File: config.mk
export PLATFORM = sky130hd
export DESIGN_NAME = regfile_mp
export DESIGN_NICKNAME = d
export VERILOG_FILES = /design/src/rtl/regfile_mp.sv
export SDC_FILE = /design/constraint.sdc
export NUM_CORES = 1
export LEC_CHECK = 0
export CORE_MARGIN = 2
export CORE_UTILIZATION = 48
export DETAILED_ROUTE_END_ITERATION = 8
export GPL_ROUTABILITY_DRIVEN = 0
export GPL_TIMING_DRIVEN = 0
export PLACE_DENSITY = 0.66
export SLEW_MARGIN = 0
export SYNTH_ARGS = -nofsm -noshare
export SYNTH_HDL_FRONTEND = slang
export SYNTH_SLANG_ARGS = --single-unit
export TNS_END_PERCENT = 10
File: constraint.sdc
create_clock -name clk -period 7.65 [get_ports clk]
set_input_delay 0.765 -clock clk [delete_from_list [all_inputs] [get_ports clk]]
set_output_delay 0.765 -clock clk [all_outputs]
set_load 0.05 [all_outputs]
File: src/rtl/regfile_mp.sv
// Multi-port register file: one synchronous write port, two combinational read ports,
// optional write-to-read bypass, optional hardwired-zero R0 and a per-register busy scoreboard.
module regfile_mp #(
  parameter int DATA_W  = 16,
  parameter int ADDR_W  = 3,
  parameter bit BYPASS  = 1'b1,
  parameter bit ZERO_R0 = 1'b0
) (
  input  logic              clk,
  input  logic              reset,
  input  logic              wr_en,
  input  logic [ADDR_W-1:0] wr_addr,
  input  logic [DATA_W-1:0] wr_data,
  input  logic [ADDR_W-1:0] rd_a_addr,
  input  logic [ADDR_W-1:0] rd_b_addr,
  output logic [DATA_W-1:0] rd_a_data,
  output logic [DATA_W-1:0] rd_b_data,
  output logic              rd_a_busy,
  output logic              rd_b_busy,
  input  logic              busy_set,
  input  logic [ADDR_W-1:0] busy_addr,
  output logic              any_busy
);

  localparam int NREGS = 2**ADDR_W;

  logic [DATA_W-1:0] regs_q [NREGS];
  logic [NREGS-1:0]  busy_q;
  logic [NREGS-1:0]  busy_d;
  logic              wr_ok;
  logic              set_ok;

  // With a hardwired R0, writes and busy marks aimed at address 0 are dropped at the source.
  assign wr_ok  = wr_en    && !(ZERO_R0 && (wr_addr == '0));
  assign set_ok = busy_set && !(ZERO_R0 && (busy_addr == '0));

  always_comb begin
    busy_d = busy_q;
    for (int i = 0; i < NREGS; i++) begin
      if (wr_ok && (wr_addr == ADDR_W'(i)))    busy_d[i] = 1'b0;
      if (set_ok && (busy_addr == ADDR_W'(i))) busy_d[i] = 1'b1;
    end
  end

  function automatic logic [DATA_W-1:0] read_data(input logic [ADDR_W-1:0] addr);
    logic [DATA_W-1:0] d;
    d = regs_q[addr];
    if (BYPASS && wr_ok && (wr_addr == addr)) d = wr_data;
    if (reset || (ZERO_R0 && (addr == '0)))   d = '0;
    return d;
  endfunction

  function automatic logic read_busy(input logic [ADDR_W-1:0] addr);
    logic b;
    b = BYPASS ? busy_d[addr] : busy_q[addr];
    if (reset || (ZERO_R0 && (addr == '0))) b = 1'b0;
    return b;
  endfunction

  always_comb begin
    rd_a_data = read_data(rd_a_addr);
    rd_b_data = read_data(rd_b_addr);
    rd_a_busy = read_busy(rd_a_addr);
    rd_b_busy = read_busy(rd_b_addr);
  end

  assign any_busy = |busy_q;

  always_ff @(posedge clk or posedge reset) begin
    if (reset) begin
      for (int i = 0; i < NREGS; i++) regs_q[i] <= '0;
      busy_q <= '0;
    end else begin
      if (wr_ok) regs_q[wr_addr] <= wr_data;
      busy_q <= busy_d;
    end
  end

endmodule

# --- Word level (Yosys, flattened, before mapping) ---
# Cells that the tools add are included.
totals:
  regBits: 136
  latch_bits: 0
  mem_bits_rw: 0
  romBits: 0
  inputBits: 32
  output_inout_bits: 35
  wordCells: 91
  n_memories: 0
classes:
  add_sub_neg: 0
  n_mul: 0
  div_mod_pow: 0
  order_cmp: 6
  n_eq_ne: 16
  shifts: 0
  muxes: 35
  bitwise_logic: 3
  n_reduce_logical: 22
op_table:
  columns: ["cell", "n"]
  rows:
  - ["$mux 16", 9]
  - ["$bwmux 128", 1]
  - ["$bmux 16 s3", 2]
  - ["$demux 16 s3", 1]
  - ["$eq 3x3->1 const B", 8]
  - ["$mux 1", 20]
  - ["$logic_and 1x1->1", 19]
  - ["$eq 3x2->1 const B", 4]
  - ["$ge 4x4->1 const B", 3]
  - ["$not 3->4", 3]
  - ["$lt 3x4->1 const B", 2]
  - ["$reduce_or 8->1", 1]
  - ["$bmux 1 s3", 2]
  - ["$eq 3x1->1 const B", 2]
  - ["$eq 3x3->1", 2]
  - ["$logic_not 3->1", 2]
  - ["$lt 4x1->1 const B", 1]

# --- Longest topological paths before layout ---
# Gate-level depths: netlist of the first run.
depth:
  word_depth: 7
  ltp_mapped: 6
  depth_no_buf: 4

# --- Worst setup path after synthesis of the first run ---
# Ideal clock, no wire load.
synth_path:
  path_kind: "in2out"
  startpoint: "input reset"
  endpoint: "output rd_a_data[0]"
  arrival_ns: 6.429
  required_ns: 6.885
  slack_ns: 0.456
  path_stages: 4
  n_path_buf: 1
  path_cell_list: "inv_1 > clkbuf_1 > o21ai_0 > a31oi_1"
synth_via:
  elab_chain_cells: 1
synth_lines:
  columns: ["item", "line_no", "text"]
  rows:
  - ["from (decl)", "10", "input logic reset,"]
  - ["$mux 16", "49", "if (reset || (ZERO_R0 && (addr == '0))) d = '0;"]
  - ["to (decl)", "16", "output logic [DATA_W-1:0] rd_a_data,"]
# Every way passes these cells.

# --- Worst setup path after layout of the first run ---
layout_path:
  startpoint: "input reset"
  endpoint: "output rd_a_data[9]"
# Same word-level chain as after synthesis.

==> results of run 1 <==
==> worst max-delay path, stage by stage <==
cell	delay [ns]
clkdlybuf4s50_1	0.49
inv_1	0.19
clkbuf_4	0.50
buf_16	0.33
o21ai_0	0.16
a31oi_1	0.32
clkdlybuf4s50_1	0.87
==> power groups by stage <==
stage / logic, mW / clock network [mW] / registers (mW)
3_3_place_gp: 0.646 / 0 / 0.973
2_1_floorplan: 0.502 / 0 / 0.953
6_report: 0.666 / 0.840 / 0.985
3_5_place_dp: 0.661 / 0 / 0.991
4_1_cts: 0.665 / 0.848 / 0.981
5_1_grt: 0.708 / 0.880 / 1.00
==> area by class of cell <==
cell class | count | area share
plain buffers | 66 | 0.0427
clock buffers | 18 | 0.0477
clock inverters | 14 | 0.0174
inverters | 10 | 0.00408
multi-input cells | 443 | 0.435
flip-flops and latches | 136 | 0.370
well taps | 216 | 0.0294
repair buffers | 46 | 0.0538
==> per-stage QoR <==
stage / utilization / power, mW / instance area [um^2] / setup slack [ns] / cells
final: 0.577 / 2.49 / 9210 / 3.23 / 949
after global routing: 0.577 / 2.59 / 9210 / 3.06 / 949
after CTS: 0.577 / 2.49 / 9210 / 3.24 / 949
after detailed placement: 0.540 / 1.65 / 8610 / 3.25 / 917
after global placement: 0.536 / 1.62 / 8550 / -2.10 / 915
after floorplan: - / 1.46 / 7840 / 0.456 / 655
==> layer usage <==
layer / wire [um] / vias up / GRT usage
met5: 0 / - / 0
met2: 10700 / 324 / 0.428
met3: 1770 / 34 / 0.0584
li1: - / 2522 / -
met1: 9260 / 3031 / 0.372
met4: 438 / 0 / 0.0652
==> synthesized netlist by cell type (2+ instances only) <==
master       n  area share
or2_2        2      0.0016
o2bb2ai_1    2      0.0022
nor4_1       2      0.0016
o211ai_1     4      0.0038
mux4_2      64        0.18
o22ai_1      2      0.0016
a31oi_1     32       0.026
o221ai_1     4      0.0045
mux2_2      86        0.12
a211o_1      2      0.0022
a311o_1      2      0.0026
buf_4       21       0.020
o21ai_0     34       0.022
nand2_1    166       0.080
dfrtp_1    136        0.43
buf_1        3      0.0014
and4bb_1     2      0.0032
xnor2_1      6      0.0067
clkbuf_1    15      0.0072
mux2_4      10       0.019
buf_6        3      0.0043
nor2b_1      4      0.0032
buf_2       23       0.015
inv_1        8      0.0038
nand4b_1     2      0.0022
nand4b_2     2      0.0038
nand4_1      3      0.0024
clkinv_1     2     0.00096
==> final timing paths <==
kind                                      to  startpoint  slack [ns]  cells after the start
worst max register to register     busy_q[2]   busy_q[2]        6.85                      3
min in group asynchronous          busy_q[1]       reset        1.08                      3
worst min register to register    regs_q[44]  regs_q[44]        0.51                      2
worst min-delay path              regs_q[44]  regs_q[44]        0.51                      2
max in group asynchronous         regs_q[56]       reset        5.87                      4
worst max-delay path            rd_a_data[9]       reset        3.23                      7
==> cells by family after synthesis <==
logic type,count (synthesis),synth area share
xor gates and xnor gates,6,0.00670
muxes,160,0.327
and+or+nand+nor,192,0.110
AOI/OAI and AO/OA,85,0.0682
DFF,136,0.434
buffers and inverters,76,0.0544
==> sequential cells by signal (all words and copies together) (netlist names) <==
signal  flops
busy_q      8
regs_q    128
==> results.md, run 1 <==
* Prevailing post-synth register cell: dfrtp_1
* Cell Area, Synth at 7840 um^2
* DRC violations left at 0
* Final setup TNS at 0 ns
* IR drop worst, VDD at 0.000180 V
* Hold_buf cts at 0
* Critical path class: in -> out
* Clock Tree Buf Depth at 2
* Endpoints failing setup at 0
* Layout cell share with drive strength beyond 1 at 0.344
* Num ports at 67
* Routed wire length per instance at 23.3 um
* Area Overhead vs Synth at 17.5%
* Internal power at 1.70 mW
* Fin. max-slew vios at 0
* DIE WIDTH at 132 um
* Yosys warns at 0
* FFs w/ async S/R, synth at 1.00
* Most common cell after layout, fill and taps aside: nand2_1
* Antenna Nets Post-Route at 0
* Number of fill cells at 1,298
* # H-tree levels at 4
* Via count at 5,911
* Total Die Area at 17,400 um^2
* Sw frac at 0.316
* Worst EP arrival at 3.66 ns
* Final Cycle Share at 0.578
* Core Rows at 46
* Critical path peak fanout at 62
* PD cells at 271 nW/um^2
* Via density at 6.23
* Clock latency reported for the late side of the worst-skew pair at 0.42 ns
* First-pass GRT wire length at 35,100 um
* Slew headroom at 0.382
* Area of the core at 15,900 um^2
* Number of synthesized flops with an enable pin at 0
* Post-synth cell types at 41
* F_max at 226 MHz
* Sw Pwr at 787 uW
* Synth Register Bits at 136
* Outcome: completed
* Vias in the first global route at 5,953
* CTS tree: yes
* Min Tclk post-route at 4.42 ns
* Sequential-to-total area share from yosys stat at 0.434
* Sequential share of power at 0.395
* Most frequent cells in the layout: nand2_1, dfrtp_1, mux2_2, mux4_2, clkdlybuf4s50_1
* Worst-Margin Slew at 0.923 ns
* Sequential cell area at 3400 um^2
* Post-Syn Nets at 687
* Post_cts resized at 0
* # nets final at 752
* Setup bufs post-CTS at 0
* RSZ-0062 raised after global routing: no
* Die height at 132 um
* PortBufs at 44
* Clk root buf: clkbuf_16
* CTS buffer count at 17
* Clk sinks at 136
* Final hold vios at 0
* Worst-path clk slew at 0.06 ns
* DR iter-0 viols at 739
* Mean post-synth cell area at 12.0 um^2
* Post-DP HPWL at 15,600 um
* Final wirelength at 22,100 um
* Skew final at 0 ns
* Worst path required time at 6.88 ns
* Setup crit end kind: output port
* First-pass detailed-route iteration total at 5
* Starting Density at 0.492
* Hold Slack at 0.506 ns
* Gate power share at 0.267
* Share of total power in the clock network at 0.337
* Total track usage at 0.266
* Largest net degree at the start of global routing at 63
* Ant diodes at 0
* Max Cap Viol at 0
* Initial antenna violation count at 0
* Multi-input logic area at 4010 um^2
* Grt total ovfl at 0
* Post-Syn Instances at 655
* Static Leak at 3.87 nW
* Startpoint types: input pin
* Type of the most critical hold path: reg -> reg
No activity file was read; power rests on OpenSTA's default activity.
==> run 2: changes to the inputs <==
--- a/config.mk
+++ b/config.mk
@@ -10,7 +10,7 @@
 export DETAILED_ROUTE_END_ITERATION = 8
 export GPL_ROUTABILITY_DRIVEN = 0
 export GPL_TIMING_DRIVEN = 0
-export PLACE_DENSITY = 0.66
+export PLACE_DENSITY = 0.69
 export SLEW_MARGIN = 0
 export SYNTH_ARGS = -nofsm -noshare
 export SYNTH_HDL_FRONTEND = slang
==> constraint.sdc (replaced) <==
create_clock -name clk -period 3.98 [get_ports clk]
set_input_delay 0.398 -clock clk [delete_from_list [all_inputs] [get_ports clk]]
set_output_delay 0.398 -clock clk [all_outputs]
set_load 0.05 [all_outputs]
==> results.md, run 2 (same netlist as run 1, synthesis figures left out) <==
* Top flop regs: regs_q: 128 flops, busy_q: 8 flops
* Sw frac at 0.312
* Most frequent cells in the layout: nand2_1, dfrtp_1, mux2_2, mux4_2, clkdlybuf4s50_1
* F_max at 265 MHz
* Gate power share at 0.265
* IR drop worst, VDD at 0.000343 V
* Grt total ovfl at 0
* Static Leak at 3.85 nW
* Min Tclk post-route at 3.77 ns
* Layout Cells excl Fill at 948
* Critical Path Most Common Cell: clkdlybuf4s50_1
* Initial antenna violation count at 0
* Sequential cell area at 3400 um^2
* Slowest stage delay, CP at 0.88 ns
* Worst r2r path cells at 1
* DIE WIDTH at 132 um
* Clk sinks at 136
* Final wirelength at 22,300 um
* First-pass detailed-route iteration total at 8
* Post-DP HPWL at 15,600 um
* Total Die Area at 17,400 um^2
* DR iter-0 viols at 687
* Antenna Nets Post-Route at 0
* Type of the most critical hold path: in -> reg
* CP Buf/Inv Count at 5
* # nets final at 751
* Clock latency reported for the late side of the worst-skew pair at 0.43 ns
* Cell breakdown of the critical path: clkdlybuf4s50_1 > inv_1 > clkbuf_8 > buf_16 > o21ai_0 > a31oi_1 > clkdlybuf4s50_1
* Outcome: completed
* Setup crit end kind: output port
* Final worst slack at 0.208 ns
* CTS tree: yes
* Vias in the first global route at 6,357
* Final hold vios at 0
* Die height at 132 um
* Place WS at 0.226 ns
* Worst-Margin Slew at 0.915 ns
* Share of total power in the clock network at 0.341
* Layout cell share with drive strength beyond 1 at 0.342
* Routed wire length per instance at 23.5 um
* Slowest CP cell: clkdlybuf4s50_1
* Starting Density at 0.492
* Sw Pwr at 1.50 mW
* Via density at 6.32
* DRC violations left at 0
* Via count at 5,991
* Area Overhead vs Synth at 17.2%
* Slew headroom at 0.387
* Worst-path clk slew at 0.06 ns
* Hold Slack at 0.249 ns
* Most common cell after layout, fill and taps aside: nand2_1
* Multi-input logic area at 4010 um^2
* RSZ-0062 raised after global routing: no
* # H-tree levels at 4
* Hold Crit Depth at 3
* Core Rows at 46
* PortBufs at 44
* Total power at 4.81 mW
* Post_cts resized at 0
* Hold_buf cts at 0
* Critical path peak fanout at 92
* Num ports at 67
* First-pass GRT wire length at 35,800 um
* Critical path class: in -> out
* Endpoints failing setup at 0
* CP Depth at 7
* Largest net degree at the start of global routing at 93
* Worst EP arrival at 3.37 ns
* Max Cap Viol at 0
* Number of fill cells at 1,318
* Total track usage at 0.270
* Placed instance count at 916
* Clk root buf: clkbuf_16
* PD cells at 523 nW/um^2
* Reg2Reg Setup Slack at 3.18 ns
* Sequential share of power at 0.394
* Worst path required time at 3.58 ns
* Kind of cell adding the most delay to the critical path: buffers and inverters
* Skew final at 0 ns
* Clock Tree Buf Depth at 2
* Setup bufs post-CTS at 0
* Biggest register: regs_q
* Max FFs per register at 128
* Fin. max-slew vios at 0
* Internal power at 3.31 mW
* CTS buffer count at 17
* Startpoint types: input pin
* Ant diodes at 0
* Area of the core at 15,900 um^2
* Final Cycle Share at 0.948
[run 2: layer usage]
| metal | part of all wire | wire length [um] | up-vias | track usage |
|---|---|---|---|---|
| met3 | 0.093 | 2080 | 58 | 0.0804 |
| met1 | 0.39 | 8810 | 3070 | 0.354 |
| met5 | 0 | 0 | - | 0 |
| li1 | - | - | 2523 | - |
| met4 | 0.031 | 702 | 0 | 0.108 |
| met2 | 0.48 | 10700 | 340 | 0.426 |
[run 2: final timing paths]
kind	start	to
worst max-delay path	reset	rd_a_data[8]
worst min-delay path	wr_data[4]	regs_q[4]
worst max register to register	regs_q[74]	regs_q[74]
worst min register to register	regs_q[6]	regs_q[6]
max in group asynchronous	reset	regs_q[24]
min in group asynchronous	reset	busy_q[1]
[run 2: layout make-up]
cell class	instances	area share
Tap cell	216	0.0294
Clock buffer	18	0.0467
Clock inverter	14	0.0189
Timing Repair Buffer	45	0.0509
Multi-Input combinational cell	443	0.436
Inverter	10	0.00408
Sequential cell	136	0.370
Buffer	66	0.0434
[run 2: power by group through the flow]
stage                     logic [mW]  clock network [mW]  registers, mW
after floorplan                0.964                   0           1.83
after global routing            1.36                1.72           1.93
after global placement          1.23                   0           1.87
after CTS                       1.27                1.66           1.89
after detailed placement        1.26                   0           1.91
final                           1.28                1.64           1.89
[run 2: stage by stage]
step,TNS [ns],instance area [um^2],utilization
after CTS,0,9190,0.576
after detailed placement,0,8590,0.539
final,0,9190,0.576
after global placement,-3.66,8550,0.536
after global routing,0,9190,0.576
after floorplan,0,7840,-
